## src/rtl/fp_mac_pkg.sv

```systemverilog
// Minifloat format helpers shared by the MAC processing element and its adder.
// Latency: none (constants and pure functions only).
// Backpressure: not applicable.
package fp_mac_pkg;

    localparam int EXP_W_DEF  = 3;
    localparam int FRAC_W_DEF = 4;

    // Exponent bias for an exp_w-bit exponent field.
    function automatic int fp_bias(input int exp_w);
        return (1 << (exp_w - 1)) - 1;
    endfunction

    // Largest finite biased exponent.
    function automatic int fp_exp_max(input int exp_w);
        return (1 << exp_w) - 1;
    endfunction

    localparam int BIAS    = fp_bias(EXP_W_DEF);
    localparam int EXP_MAX = fp_exp_max(EXP_W_DEF);

    // Word layout is {sign, exp, frac}; words are passed zero-extended to 32 bits.
    function automatic logic fp_sign(input logic [31:0] word, input int exp_w, input int frac_w);
        return ((word >> (exp_w + frac_w)) & 32'd1) != 32'd0;
    endfunction

    function automatic logic [31:0] fp_exp(input logic [31:0] word, input int exp_w, input int frac_w);
        return (word >> frac_w) & ((32'd1 << exp_w) - 32'd1);
    endfunction

    function automatic logic [31:0] fp_frac(input logic [31:0] word, input int frac_w);
        return word & ((32'd1 << frac_w) - 32'd1);
    endfunction

    // A zero exponent encodes zero regardless of the fraction bits.
    function automatic logic fp_is_zero(input logic [31:0] word, input int exp_w, input int frac_w);
        return fp_exp(word, exp_w, frac_w) == 32'd0;
    endfunction

endpackage

```

## src/rtl/fp_add_norm.sv

```systemverilog
// Minifloat adder: align by right shift, add/subtract magnitudes, renormalise, saturate/flush.
// Latency: purely combinational.
// Backpressure: none; the caller decides when the result is used.
module fp_add_norm
    import fp_mac_pkg::*;
#(
    parameter int EXP_W  = EXP_W_DEF,
    parameter int FRAC_W = FRAC_W_DEF,
    localparam int W     = 1 + EXP_W + FRAC_W
) (
    input  logic [W-1:0] x,
    input  logic [W-1:0] y,
    output logic [W-1:0] sum
);

    localparam int MW     = FRAC_W + 1;
    localparam int EMAX_P = fp_exp_max(EXP_W);

    logic              sx, sy, zx, zy;
    logic [EXP_W-1:0]  ex, ey;
    logic [FRAC_W-1:0] fx, fy;

    assign sx = fp_sign(32'(x), EXP_W, FRAC_W);
    assign sy = fp_sign(32'(y), EXP_W, FRAC_W);
    assign ex = EXP_W'(fp_exp(32'(x), EXP_W, FRAC_W));
    assign ey = EXP_W'(fp_exp(32'(y), EXP_W, FRAC_W));
    assign fx = FRAC_W'(fp_frac(32'(x), FRAC_W));
    assign fy = FRAC_W'(fp_frac(32'(y), FRAC_W));
    assign zx = fp_is_zero(32'(x), EXP_W, FRAC_W);
    assign zy = fp_is_zero(32'(y), EXP_W, FRAC_W);

    logic              x_big, s_big;
    logic [EXP_W-1:0]  e_big, e_dif;
    logic [MW-1:0]     m_big, m_sml, m_aln, m_dif;
    logic [MW:0]       m_tot;
    int                lead, nshift, e_res;

    // Order operands by magnitude, align the smaller one, then add or subtract and renormalise.
    always_comb begin
        x_big = (ex > ey) || ((ex == ey) && (fx >= fy));
        s_big = x_big ? sx : sy;
        e_big = x_big ? ex : ey;
        e_dif = x_big ? (ex - ey) : (ey - ex);
        m_big = x_big ? {1'b1, fx} : {1'b1, fy};
        m_sml = x_big ? {1'b1, fy} : {1'b1, fx};
        m_aln = m_sml >> e_dif;
        m_tot = {1'b0, m_big} + {1'b0, m_aln};
        m_dif = m_big - m_aln;
        lead  = 0;
        for (int i = 0; i < MW; i++) begin
            if (m_dif[i]) lead = i;
        end
        nshift = MW - 1 - lead;
        e_res  = 0;
        sum    = '0;
        if (zx) begin
            sum = y;
        end else if (zy) begin
            sum = x;
        end else if (sx == sy) begin
            // Magnitude carry bumps the exponent by one; overflow clamps to max finite.
            e_res = int'(e_big) + (m_tot[MW] ? 1 : 0);
            if (e_res > EMAX_P)
                sum = {s_big, {EXP_W{1'b1}}, {FRAC_W{1'b1}}};
            else
                sum = {s_big, EXP_W'(e_res), m_tot[MW] ? FRAC_W'(m_tot >> 1) : FRAC_W'(m_tot)};
        end else if (m_dif != '0) begin
            // Exact cancellation leaves sum at +0; too-small results flush to +0.
            e_res = int'(e_big) - nshift;
            if (e_res >= 1)
                sum = {s_big, EXP_W'(e_res), FRAC_W'(m_dif << nshift)};
        end
    end

endmodule

```

## src/rtl/fp_mac_pe.sv

```systemverilog
// Systolic minifloat MAC PE: registered multiply, registered accumulate, operands forwarded east/south.
// Latency: operands forwarded after 1 cycle; accumulator and acc_valid update 2 cycles after acceptance.
// Backpressure: none; in_valid qualifies each term and bubbles simply hold the accumulator.
module fp_mac_pe
    import fp_mac_pkg::*;
#(
    parameter int EXP_W  = EXP_W_DEF,
    parameter int FRAC_W = FRAC_W_DEF,
    localparam int W     = 1 + EXP_W + FRAC_W
) (
    input  logic         clk,
    input  logic         rst_n,
    input  logic         in_valid,
    input  logic         in_start,
    input  logic         in_last,
    input  logic [W-1:0] a_in,
    input  logic [W-1:0] b_in,
    output logic [W-1:0] a_out,
    output logic [W-1:0] b_out,
    output logic         pass_valid,
    output logic         pass_start,
    output logic         pass_last,
    output logic [W-1:0] acc_out,
    output logic         acc_valid
);

    localparam int BIAS_P = fp_bias(EXP_W);
    localparam int EMAX_P = fp_exp_max(EXP_W);
    localparam int MW     = FRAC_W + 1;
    localparam int PW     = 2 * MW;

    logic              sa, sb, za, zb;
    logic [EXP_W-1:0]  ea, eb;
    logic [FRAC_W-1:0] fa, fb;

    assign sa = fp_sign(32'(a_in), EXP_W, FRAC_W);
    assign sb = fp_sign(32'(b_in), EXP_W, FRAC_W);
    assign ea = EXP_W'(fp_exp(32'(a_in), EXP_W, FRAC_W));
    assign eb = EXP_W'(fp_exp(32'(b_in), EXP_W, FRAC_W));
    assign fa = FRAC_W'(fp_frac(32'(a_in), FRAC_W));
    assign fb = FRAC_W'(fp_frac(32'(b_in), FRAC_W));
    assign za = fp_is_zero(32'(a_in), EXP_W, FRAC_W);
    assign zb = fp_is_zero(32'(b_in), EXP_W, FRAC_W);

    logic [PW-1:0] mprod, mnorm;
    logic          p_carry;
    int            p_exp;
    logic [W-1:0]  prod_nxt;

    // Multiply hidden-1 mantissas, normalise by at most one place, truncate, then saturate or flush.
    always_comb begin
        mprod    = PW'({1'b1, fa}) * PW'({1'b1, fb});
        p_carry  = mprod[PW-1];
        mnorm    = p_carry ? (mprod >> MW) : (mprod >> FRAC_W);
        p_exp    = int'(ea) + int'(eb) - BIAS_P + (p_carry ? 1 : 0);
        prod_nxt = '0;
        if (za || zb)
            prod_nxt = '0;
        else if (p_exp > EMAX_P)
            prod_nxt = {sa ^ sb, {EXP_W{1'b1}}, {FRAC_W{1'b1}}};
        else if (p_exp < 1)
            prod_nxt = '0;
        else
            prod_nxt = {sa ^ sb, EXP_W'(p_exp), FRAC_W'(mnorm)};
    end

    logic         s1_vld, s1_start, s1_last;
    logic [W-1:0] s1_prod, acc, add_sum, acc_nxt;

    fp_add_norm #(.EXP_W(EXP_W), .FRAC_W(FRAC_W)) u_add (
        .x   (acc),
        .y   (s1_prod),
        .sum (add_sum)
    );

    // A start term restarts the running sum from its own product.
    assign acc_nxt = s1_start ? s1_prod : add_sum;

    // Forward operands and framing to neighbours every cycle, valid or not.
    always_ff @(posedge clk or negedge rst_n) begin
        if (!rst_n) begin
            a_out      <= '0;
            b_out      <= '0;
            pass_valid <= 1'b0;
            pass_start <= 1'b0;
            pass_last  <= 1'b0;
        end else begin
            a_out      <= a_in;
            b_out      <= b_in;
            pass_valid <= in_valid;
            pass_start <= in_start;
            pass_last  <= in_last;
        end
    end

    // Product stage, then accumulate on valid terms and publish on last.
    always_ff @(posedge clk or negedge rst_n) begin
        if (!rst_n) begin
            s1_vld    <= 1'b0;
            s1_start  <= 1'b0;
            s1_last   <= 1'b0;
            s1_prod   <= '0;
            acc       <= '0;
            acc_out   <= '0;
            acc_valid <= 1'b0;
        end else begin
            s1_vld    <= in_valid;
            s1_start  <= in_start;
            s1_last   <= in_last;
            s1_prod   <= prod_nxt;
            acc_valid <= 1'b0;
            if (s1_vld) begin
                acc <= acc_nxt;
                if (s1_last) begin
                    acc_out   <= acc_nxt;
                    acc_valid <= 1'b1;
                end
            end
        end
    end

endmodule
```

## config.mk

```make
export PLATFORM = sky130hd
export DESIGN_NAME = fp_mac_pe
export DESIGN_NICKNAME = d
export VERILOG_FILES = /design/src/rtl/fp_mac_pkg.sv /design/src/rtl/fp_add_norm.sv /design/src/rtl/fp_mac_pe.sv
export SDC_FILE = /design/constraint.sdc
export NUM_CORES = 1
export LEC_CHECK = 0
export CAP_MARGIN = 30
export CORE_MARGIN = 10
export CORE_UTILIZATION = 55
export DETAILED_ROUTE_END_ITERATION = 8
export DONT_BUFFER_PORTS = 1
export PLACE_DENSITY = 0.73
export SLEW_MARGIN = 40
export SYNTH_ARGS = -nofsm -noshare
export SYNTH_HDL_FRONTEND = slang
export SYNTH_SLANG_ARGS = --single-unit
```

## constraint.sdc

```tcl
create_clock -name clk -period 15.8 [get_ports clk]
set_clock_uncertainty 0.05 [all_clocks]
set_input_delay 1.58 -clock clk [delete_from_list [all_inputs] [get_ports clk]]
set_output_delay 1.58 -clock clk [all_outputs]
set_load 0.02 [all_outputs]
```

# == After elaboration in Yosys (flattened, before gate mapping) ==
# Cells that the tools add are included.
# Widths: inputs -> output; s select.
# classes
reduce_logical,9
n_mux,25
mul,1
order_cmp,6
add_sub_neg,10
n_bitwise,1
shift,2
n_eq_ne,2
# ops
cell,count
$logic_not 32->1,4
$mux 32,3
$mux 8,9
$add 4x32->32,1
$ge 32x2->1 const B,1
$gt 32x4->1 const B,1
$shl 5x32->4,1
$sub 4x32->32,1
$sub 4x32->32 const A,1
$mux 4,4
$mul 5x5->10,1
$mux 7,1
$add 5x2->6,1
$add 5x5->6,1
$gt 6x4->1 const B,1
$lt 6x2->1 const B,1
$mux 1,6
$mux 3,2
$sub 3x3->3,2
$reduce_bool 5->1,1
$shr 5x3->5,1
$sub 4x2->5 const B,1
$sub 5x5->5,1
$add 3x3->4,1
8 further kinds,9
# word_totals
in_bits,21
word_cells,65
out_inout_bits,28
reg_bits,44

# == Logic depth before layout (Yosys ltp) ==
# depth
depth_word,19
depth_mapped,36
mapped_depth_nobuf,33

# == Cells and area by module ==
# A second synthesis with hierarchy kept.
# unflattened
hier_cells,458
area_unflattened_um2,4035.1
# by_module_without_submodules
module,cells_per_inst,area_each_um2,seq_area_each_um2,instances
fp_mac_pe,228,2411.1,1101.1,1
fp_add_norm,230,1624.1,0.0,1

# == Worst setup path after synthesis ==
# No wires, ideal clock.
# synth_timing
kind,register to register
from,reg s1_prod[4]
to,reg acc[3]
path_buffers,2
period_less_slack_ns,6.592
arrival_time_ns,6.418
setup_slack_ns,9.208
setup_ns,0.125
path_stages_with_launch,35
t_required_ns,15.625
path_cell_list,dfrtp_1 > inv_1 > ha_1 > buf_6 > and4b_1 > o211ai_1 > nand3_1 > and3b_4 > or2_1 > nor2_1 > o22ai_1 > o22ai_1 > ha_1 > inv_1 > fa_1 > a21o_1 > a21oi_1 > o31ai_4 > nand2_4 > buf_12 > o21ai_0 > ha_1 > fa_1 > inv_1 > a21o_1 > inv_1 > ha_1 > nor4_1 > and3_1 > a31oi_1 > nand2_1 > nor3_1 > mux2_1 > a31o_1 > mux2_2
# synth_between
elab_chain_cells,19
elab_cells_between_ends,34
cone_classes,add/sub: 7; order compare: 3; eq/ne: 1; shift: 2; mux: 17; reduce/logical: 4
# synth_lines
element,line,source
start: declaration,fp_mac_pe.sv:68,"logic [W-1:0] s1_prod, acc, add_sum, acc_nxt;"
start signal: assignment,fp_mac_pe.sv:110,s1_prod <= prod_nxt;
"parallel branches: the longest is 16 deep, another holds $sub 4x32->32",--,
$mux 8 *,fp_add_norm.sv:58,end else if (zy) begin
$mux 8 *,fp_add_norm.sv:56,if (zx) begin
$mux 8 *,fp_mac_pe.sv:77,assign acc_nxt = s1_start ? s1_prod : add_sum;
end signal: assignment,fp_mac_pe.sv:113,acc <= acc_nxt;
end: declaration,fp_mac_pe.sv:68,
# Mark *: on every way between the ends.
# A chain may end at the register's enable or synchronous reset.

# == Worst setup path after layout ==
# layout_timing
from,reg s1_prod[4]
to,reg acc[2]
# Same word-level chain as after synthesis.

==> results by group <==
Run status
  – Outcome: completed

Yosys
  – Synthesized area per cell: 8.98 um2
  – Number of synthesized flops with an enable pin: 0
  – Synth warn: 0
  – Seq/Total Area, Yosys: 26.6%
  – Post-synth ARST share: 100%
  – Mapped Area: 4140 um2
  – #FFs+latches synth: 44
  – Distinct cells, synth: 69
  – Cells after Synth: 461
  – Top FF cell, synth: dfrtp_1

Clock tree
  – Later-pin clock latency in the skew report: 0.29 ns
  – CTS tree: built
  – Hold_buf cts: 0
  – CTS Buffer Depth: 2
  – Clk pin slew, worst setup/hold paths: 0.09 ns
  – H-tree depth: 2
  – CTS sink count: 44
  – Post_cts resized: 0
  – CTS root buf: clkbuf_8
  – # Post-CTS Setup Buffers: 0
  – CTS buffer count: 5

Global routing
  – Largest net degree at the start of global routing: 45
  – Overflow after GRT: 0
  – Vias in the first global route: 3294
  – First-pass GRT wire length: 15.8 mm
  – Initial antenna violation count: 0
  – GRT Util Overall: 16.5%

Layout
  – Storage element area: 1100 um2
  – Most common cell after layout, fill and taps aside: inv_1
  – Fraction of layout cells with a size suffix above 1: 6.84%
  – Layout area overhead: 5.29%
  – ANT cells: 0
  – Layout fillers: 689
  – Final #Nets: 555
  – Multi-input logic area: 2780 um2
  – Commonest cells after routing, fill and taps aside: inv_1 (59), ha_1 (53), dfrtp_1 (44), nor2_1 (38), a21oi_1 (28)

Floorplanning
  – # IOs: 49
  – Die Wd: 107 um
  – Core area: 7290 um2
  – Row cnt: 31
  – Die Ht: 107 um
  – Initial core utilization: 56.8%
  – Die area: 11400 um2

Hold path
  – Min-Delay Path Class: reg -> reg
  – Hold wc startpoint: acc[0]

Routing
  – ANT nets after route: 0
  – DRC: 0
  – WL/cell: 16.5 um
  – Router iterations before antenna repair: 4
  – Max Used Layer: met4
  – WL final: 9.34 mm
  – Met2 Wirelength: 4.73 mm
  – DR vias: 3273
  – Metal-1 WL: 4.05 mm
  – Vias per inst: 5.77
  – Iter 0 DRT Violations: 148
  – Met3 WL: 462 um

STA
  – Slew at the pin closest to its max-slew limit: 0.661 ns
  – Fmax: 0.131 GHz
  – Minimum clock period: 7.62 ns
  – Setup TNS: 0 ns
  – Final setup fails: 0
  – Unrepaired setup endpoints after global routing: no
  – Max-slew violation count: 0
  – Fin crit share: 48.2%
  – Final hold viol count: 0
  – Relative slew margins: 55.8%

Placed design
  – Detailed Place HPWL: 7.67 mm
  – Routability Congestion: 0.897
  – IO Port Bufs: 0

Critical path
  – Reg2Reg Launch Point: s1_prod[4]
  – Crit Path Max Fanout: 11
  – Critical Path Max Stage Delay: 0.50 ns
  – CP startpoint kind: register
  – Critical path arrival: 7.77 ns
  – Worst setup path category: reg -> reg
  – CP startpoint: s1_prod[4]
  – Crit-path slowest cell: nor2_1
  – Most frequent cell on the critical path: ha_1
  – CP endpoint kind: register
  – Critical Path RT: 15.95 ns

Job
  – Max Cap Viol: 0
==> layer usage <==
metal  vias to the layer above  GRT usage [%]
met5                         -              0
met4                         0           5.03
met3                         6           3.23
met2                        80           28.5
met1                      1578           20.2
li1                       1609              -
==> sequential cells by signal, summed over array words and instances, names as in the netlist <==
signal	cells
s1_prod	8
b_out	8
a_out	8
pass_start	1
pass_valid	1
acc	8
acc_out	8
acc_valid	1
pass_last	1
==> cell usage after synthesis (all sizes together) (3+ instances only) <==
library cell	n	area [um2]
buf	5	55.1
inv	59	221
nor2	38	143
o21a	4	30.0
nand2b	3	18.8
xor2	10	87.6
o211ai	5	37.5
nand2	28	113
mux2	4	45.0
fa	14	280
nor2b	5	31.3
or2	3	18.8
o21ai	34	174
clkbuf	5	18.8
and3	8	50.1
o21bai	4	30.0
nand3	6	30.0
and2	12	75.1
nor3	8	40.0
mux2i	9	90.1
o31ai	7	66.3
a211oi	3	22.5
nor4	5	37.5
ha	53	663
a31oi	7	50.1
dfrtp	44	1100
a21oi	28	140
a21o	8	61.3
xnor2	9	78.8
==> worst max-delay path: cells and delay by family (launching register included) <==
family | cells | cell delay (ns)
AOI/OAI and AO/OA | 10 | 2.01
muxes | 2 | 0.70
adders and majority gates | 6 | 2.13
buffers and inverters | 3 | 0.26
DFF | 1 | 0.43
and+or+nand+nor | 10 | 1.97
==> through the flow <==
step           cell area [um2]  instances  hold slack, ns  setup slack [ns]  utilization [%]
3_3_place_gp              4230        559           0.492              8.47             58.0
2_1_floorplan             4170        469           0.464              9.21                -
5_1_grt                   4360        567           0.561              7.68             59.8
6_report                  4360        567           0.513              8.18             59.8
4_1_cts                   4350        567           0.516              8.27             59.6
3_5_place_dp              4230        559           0.496              8.31             58.0
==> worst paths after layout <==
path	to	slack (ns)	cells after the start
max	acc[2]	8.18	31
min	acc[0]	0.51	2
max reg2reg	acc[2]	8.18	31
min reg2reg	acc[0]	0.51	2
max in group asynchronous	acc[4]	14.66	0
min in group asynchronous	a_out[2]	0.92	0
==> cell type report <==
class / count / share of cell area (%)
clock buffers: 6 / 1.89
clock inverters: 2 / 0.890
flip-flops and latches: 44 / 25.3
inverters: 59 / 5.08
multi-input cells: 356 / 63.9
repair buffers: 1 / 0.172
well taps: 99 / 2.84
==> cell families (layout without fill, tap and decap cells) <==
logic type	Yosys count	after routing	synth area share, %
AOI/OAI and AO/OA	123	123	20.6
DFF	44	44	26.6
adders and majority gates	67	67	22.8
muxes	13	13	3.26
xor gates and xnor gates	19	19	4.02
buffers and inverters	69	68	7.13
and+or+nand+nor	125	125	15.6
other	1	9	0.0906
Power is left out: the tool's default activity adds up to more than one toggle a clock period on the data nets, which glitch-free logic cannot reach.
